File: src/rtl/alu_sched.sv
// rtl/alu_sched.sv - two-requester round-robin scheduler in front of a shared 64-bit ALU
//
// Purpose:
//   Shares one combinational 64-bit ALU between two independent requesters.
//   A request is granted round-robin, its operands are registered onto the
//   ALU inputs, the ALU result and NZVC flags are captured one cycle later,
//   and the captured response is returned on the owner's valid/ready channel.
//   Only one operation is in flight at a time.
//
// Optional feature:
//   ALU_SCHED_FLAGREG_EN - when defined, an architectural NZVC flag register
//   loads the ALU flags on the capture edge of operations accepted with
//   req_setflags=1. When undefined, flag_n/z/v/c are tied to 0 and
//   req_setflags is ignored.
//
// Ports:
//   clk, reset_n                 clock, asynchronous active-low reset
//   req_valid/req_ready [1:0]    per-requester request handshake
//   req_a/req_b [1:0][63:0]      per-requester operands
//   req_cntrl [1:0][2:0]         per-requester ALU op code
//   req_shiftdir/req_setflags    per-requester shift direction / flag update
//   rsp_valid/rsp_ready [1:0]    per-requester response handshake
//   rsp_result [63:0]            captured result (shared by both channels)
//   rsp_flags [3:0]              captured {negative, zero, overflow, carry_out}
//   alu_a/alu_b/alu_cntrl/alu_shiftdir   registered ALU operands
//   alu_result, alu_negative/zero/overflow/carry_out   ALU outputs
//   flag_n/flag_z/flag_v/flag_c  architectural flag register

module alu_sched (
    input  logic             clk,
    input  logic             reset_n,

    input  logic [1:0]       req_valid,
    output logic [1:0]       req_ready,
    input  logic [1:0][63:0] req_a,
    input  logic [1:0][63:0] req_b,
    input  logic [1:0][2:0]  req_cntrl,
    input  logic [1:0]       req_shiftdir,
    input  logic [1:0]       req_setflags,

    output logic [1:0]       rsp_valid,
    input  logic [1:0]       rsp_ready,
    output logic [63:0]      rsp_result,
    output logic [3:0]       rsp_flags,

    output logic [63:0]      alu_a,
    output logic [63:0]      alu_b,
    output logic [2:0]       alu_cntrl,
    output logic             alu_shiftdir,
    input  logic [63:0]      alu_result,
    input  logic             alu_negative,
    input  logic             alu_zero,
    input  logic             alu_overflow,
    input  logic             alu_carry_out,

    output logic             flag_n,
    output logic             flag_z,
    output logic             flag_v,
    output logic             flag_c
);

    typedef enum logic [1:0] {
        IDLE = 2'd0,
        EXEC = 2'd1,
        RESP = 2'd2
    } state_t;

    state_t     state;
    state_t     state_next;

    logic       owner;       // requester whose operation is in flight
    logic       last_grant;  // most recent winner; loses the next tie
    logic [1:0] grant_vec;   // one-hot arbitration result (independent of state)
    logic       grant_idx;
    logic       accept;
    logic       capture;
    logic       release_rsp;

    // Round-robin arbitration: a lone request wins outright, a tie goes to
    // the requester that did not win last time.
    always_comb begin
        grant_vec = 2'b00;
        case (req_valid)
            2'b01:   grant_vec = 2'b01;
            2'b10:   grant_vec = 2'b10;
            2'b11:   grant_vec = last_grant ? 2'b01 : 2'b10;
            default: grant_vec = 2'b00;
        endcase
    end

    assign grant_idx = grant_vec[1];

    // State register
    always_ff @(posedge clk or negedge reset_n) begin
        if (!reset_n) begin
            state <= IDLE;
        end else begin
            state <= state_next;
        end
    end

    // Next-state logic
    always_comb begin
        state_next = state;
        case (state)
            IDLE:    if (accept)           state_next = EXEC;
            EXEC:                          state_next = RESP;
            RESP:    if (rsp_ready[owner]) state_next = IDLE;
            default:                       state_next = IDLE;
        endcase
    end

    // Output / control decode. req_ready is forced low while reset is
    // asserted so no handshake can appear during reset.
    always_comb begin
        req_ready   = 2'b00;
        capture     = 1'b0;
        release_rsp = 1'b0;
        case (state)
            IDLE:    req_ready   = reset_n ? grant_vec : 2'b00;
            EXEC:    capture     = 1'b1;
            RESP:    release_rsp = rsp_ready[owner];
            default: req_ready   = 2'b00;
        endcase
    end

    assign accept = |(req_valid & req_ready);

    // Operand registers: loaded only at accept, so request fields that change
    // while not ready never reach the ALU.
    always_ff @(posedge clk or negedge reset_n) begin
        if (!reset_n) begin
            alu_a        <= 64'd0;
            alu_b        <= 64'd0;
            alu_cntrl    <= 3'b000;
            alu_shiftdir <= 1'b0;
            owner        <= 1'b0;
            last_grant   <= 1'b1;
        end else if (accept) begin
            alu_a        <= req_a[grant_idx];
            alu_b        <= req_b[grant_idx];
            alu_cntrl    <= req_cntrl[grant_idx];
            alu_shiftdir <= req_shiftdir[grant_idx];
            owner        <= grant_idx;
            last_grant   <= grant_idx;
        end
    end

    // Response registers: result and flags are captured once per operation
    // and then held until the next capture, independent of the handshake.
    always_ff @(posedge clk or negedge reset_n) begin
        if (!reset_n) begin
            rsp_result <= 64'd0;
            rsp_flags  <= 4'b0000;
            rsp_valid  <= 2'b00;
        end else if (capture) begin
            rsp_result <= alu_result;
            rsp_flags  <= {alu_negative, alu_zero, alu_overflow, alu_carry_out};
            rsp_valid  <= owner ? 2'b10 : 2'b01;
        end else if (release_rsp) begin
            rsp_valid  <= 2'b00;
        end
    end

`ifdef ALU_SCHED_FLAGREG_EN
    logic setflags_q;

    always_ff @(posedge clk or negedge reset_n) begin
        if (!reset_n) begin
            setflags_q <= 1'b0;
        end else if (accept) begin
            setflags_q <= req_setflags[grant_idx];
        end
    end

    always_ff @(posedge clk or negedge reset_n) begin
        if (!reset_n) begin
            flag_n <= 1'b0;
            flag_z <= 1'b0;
            flag_v <= 1'b0;
            flag_c <= 1'b0;
        end else if (capture && setflags_q) begin
            flag_n <= alu_negative;
            flag_z <= alu_zero;
            flag_v <= alu_overflow;
            flag_c <= alu_carry_out;
        end
    end
`else
    // No flag register in this build; the per-requester setflags bits have
    // no effect.
    logic unused_setflags;
    assign unused_setflags = ^req_setflags;

    assign flag_n = 1'b0;
    assign flag_z = 1'b0;
    assign flag_v = 1'b0;
    assign flag_c = 1'b0;
`endif

endmodule

File: config.mk
export PLATFORM = sky130hd
export DESIGN_NAME = alu_sched
export DESIGN_NICKNAME = d
export VERILOG_FILES = /design/src/rtl/alu_sched.sv
export SDC_FILE = /design/constraint.sdc
export NUM_CORES = 1
export LEC_CHECK = 0
export ABC_CLOCK_PERIOD_IN_PS = 1500
export CORE_AREA = 2 2 210 212
export CTS_BUF_LIST = sky130_fd_sc_hd__clkbuf_4 sky130_fd_sc_hd__clkbuf_8
export DETAILED_ROUTE_END_ITERATION = 10
export DIE_AREA = 0 0 212 214
export PLACE_DENSITY = 0.65
export SKIP_LAST_GASP = 1
export SLEW_MARGIN = 20
export SYNTH_ARGS = -nofsm -noshare
export SYNTH_HDL_FRONTEND = slang
export SYNTH_SLANG_ARGS = --single-unit
File: constraint.sdc
create_clock -name clk -period 1.5 [get_ports clk]
set_input_delay 0.15 -clock clk [delete_from_list [all_inputs] [get_ports clk]]
set_output_delay 0.15 -clock clk [all_outputs]
set_load 0.03 [all_outputs]
==> impl_metrics.json <==
{
  "status": "finished with violations",
  "violations": "negative setup slack",
  "p_int_mw": 20.9,
  "yosysMostFrequentCell": "nand2_1",
  "path_class": "reg -> out",
  "reg2reg_depth": 8,
  "hold_class": "in -> reg",
  "cap_viol_max_count": 0,
  "drive_above_1_share": 0.403,
  "tightest_slew_ns": 0.653,
  "wl_per_cell_um": 20.5,
  "grt_first_pass_wirelength_um": 62600,
  "maxSlewViolCount": 0,
  "grt_usage": 0.180,
  "cts-htree-levels": 2,
  "setup_viol": 137,
  "clock_path_buffers": 3,
  "cpLargestDelayFamily": "flip-flops",
  "pin_count": 548,
  "fin_total_pwr_mw": 36.3,
  "startpoint": "last_grant",
  "synth_edf_count": 0,
  "synthArstFlopShare": 1.00,
  "crit_path_max_fanout": 2,
  "seqPwrFrac": 0.278,
  "die_h_um": 214,
  "path_buf_inv": 3,
  "layout.nets": 1755,
  "synth_top_area_frac": 0.550,
  "initial_core_util": 0.217,
  "hold_path_startpoint": "alu_result[16]",
  "die_w_um": 212,
  "via_count": 9445,
  "crit_cells": 5,
  "cts_sinks": 206,
  "critPathSlowestCell": "dfstp_2",
  "gp_congestion": 0.838,
  "skew_ns": 0.0158,
  "r2r_start": "state[0]",
  "crit_top_cell": "buf_6",
  "start_kind": "flip-flop",
  "firstDrtPassIters": 4,
  "switching_share": 0.423,
  "cts_tree": "yes",
  "dp_hpwl_um": 27400,
  "yosys_register_bits": 206,
  "clockPowerShare": 0.163,
  "rsz0062_at_grt": "true",
  "yosys.cell_types.count": 31,
  "synth_area_leaders": "dfrtp_1 (55%), o32ai_1 (12%), a2bb2oi_2 (11%)",
  "crit_chain": "nor2b_4 -> buf_12 -> buf_6 -> nor3_4 -> buf_6",
  "drt_iter0_drc": 444,
  "endpoint_kind": "output port",
  "worstPathArrival_ns": 1.68,
  "fillers": 3979,
  "drc": 0,
  "insertion_delay_ns": 0.57,
  "period_share": 1.22,
  "grt.overflow.total": 0,
  "grt_max_degree": 103,
  "cp.required_ns": 1.35,
  "antenna_found_initial": 0,
  "ir_drop_v": 0.000992,
  "powerDensity_mw_per_mm2": 1970,
  "setup_ws_ns": -0.330,
  "rows": 76,
  "numPortBuffers": 541,
  "root_buffer": "clkbuf_8",
  "synth_top_flop_cell": "dfrtp_1",
  "netlist_top_cells_count": "nand2_1 (207), dfrtp_1 (205), o32ai_1 (132), a2bb2oi_2 (70), a2bb2oi_1 (62)",
  "p_sw_mw": 15.3,
  "area_delta_synth_final_pct": 97.2,
  "core_area_mm2": 0.0429,
  "p_leak_nw": 7.41,
  "hold_ws_ns": 0.114,
  "syn_area_per_cell_um2": 11.7,
  "insertedDiodeCount": 0,
  "ant_nets": 0,
  "dp_slack_ns": -0.374,
  "final.min_clock_period_ns": 1.83,
  "ys_warn_count": 0,
  "rrSetupSlack_ns": -0.25,
  "ys_seq_area_frac": 0.553,
  "numCtsBuffers": 39,
  "dieArea_mm2": 0.0454,
  "crit_path_end": "req_ready[0]",
  "vias_per_cell": 4.66,
  "clkTransAtPathRegs_ns": 0.06,
  "hold_viol_final": 0,
  "netlist_area_mm2": 0.00933,
  "relSlewSlack": 0.564,
  "combinationalPowerShare": 0.559,
  "netlist_instances": 798,
  "post-route-util": 0.429,
  "wl_um": 41500,
  "timing.rr.end": "alu_b[14]",
  "grt_pass1_vias": 10300,
  "slowest_delay_ns": 0.56,
  "synth_area_leader_cell": "dfrtp_1",
  "fmax_mhz": 546
}
[logic make-up (layout without fill, tap and decap cells)]
kind of cell	count (synthesis)	after routing	share of synthesized area
AOI/OAI and AO/OA	277	277	0.305
and+or+nand+nor	218	218	0.0907
DFF	206	206	0.553
buffers and inverters	96	736	0.0512
other	1	4	0.000402
[flip-flops by register name (all words and copies together) (netlist names)]
signal,cells
last_grant,1
alu_cntrl,3
alu_b,64
owner,1
rsp_valid,2
rsp_flags,4
alu_a,64
state,2
alu_shiftdir,1
rsp_result,64
[cell type report]
cell class                 count  area [µm²]  area share
clock buffer                  61         733      0.0399
clock inverter                 6        86.3     0.00469
inverter                       2        10.0    0.000544
multi-input combinational    499        4500       0.244
sequential                   206        5160       0.280
tap                          585         732      0.0398
timing repair buffer         667        7180       0.390
[layer usage]
layer / wire length, µm / vias to the layer above / global-route usage / part of all wire
met5: 0 / - / 0 / 0
met4: 1110 / 0 / 0.0573 / 0.027
met3: 3390 / 76 / 0.0515 / 0.082
met2: 20900 / 436 / 0.317 / 0.50
met1: 16200 / 4660 / 0.209 / 0.39
li1: - / 4273 / - / -
[layout by cell type (no fill, tap or decap), types with 2 or more instances in the layout]
cell and instances:
o32ai_2 36, o32ai_4 3, clkdlybuf4s15_1 2, conb_1 4
buf_16 12, nand2_1 206, o32ai_1 93, buf_6 16
buf_2 10, a21oi_1 3, buf_8 5, bufinv_16 2
buf_12 35, clkdlybuf4s50_1 336, clkbuf_8 45, buf_4 58
clkbuf_2 27, clkdlybuf4s15_2 163, clkbuf_4 17, a2bb2oi_2 132
nor2b_4 2, nor2b_1 2, clkinv_2 2, dfrtp_1 205
nor2_4 2
[worst min-delay path by stage]
stage | slack, ns | end | cells after the start
after floorplan | -0.15 | alu_a[0] | 0
after global placement | 0.25 | state[0] | 3
after detailed placement | 0.26 | state[0] | 3
after CTS | 0.04 | rsp_result[38] | 3
after global routing | 0.07 | rsp_flags[3] | 3
final | 0.11 | rsp_result[16] | 3
[worst register-to-register path, cell delays in order (launching register included)]
cell and delay [ns]:
dfrtp_1 0.40, buf_6 0.13, nor3b_4 0.24, buf_6 0.15
o21a_4 0.24, buf_8 0.17, buf_12 0.12, buf_12 0.11
a2bb2oi_2 0.14
[power by group through the flow]
stage / Combinational (mW) / Clock [mW] / Sequential (mW)
after floorplan: 5.30 / 0 / 14.8
final: 20.3 / 5.91 / 10.1
after global placement: 18.5 / 0 / 9.92
after detailed placement: 18.7 / 0 / 9.97
after CTS: 20.7 / 6.13 / 10.1
after global routing: 21.3 / 6.38 / 10.4
[repair_timing]
action                                  CTS  global route
hold buffers                              1             0
gates cloned                             24             0
pin swaps                                 5             4
gates resized for setup                 756            79
buffers inserted                         37            16
endpoints found under the hold margin    13             0
endpoints found under the setup margin  337           166
[stage by stage]
step / cells / setup TNS [ns] / instance area (µm²)
3_5_place_dp: 1904 / -38.71 / 15800
6_report: 2026 / -28.25 / 18400
4_1_cts: 2031 / -35.28 / 18600
3_3_place_gp: 1904 / -36.33 / 15800
2_1_floorplan: 801 / -0.756 / 9350
5_1_grt: 2026 / -45.25 / 18400
Note: power is estimated with default switching activity, not from simulation.
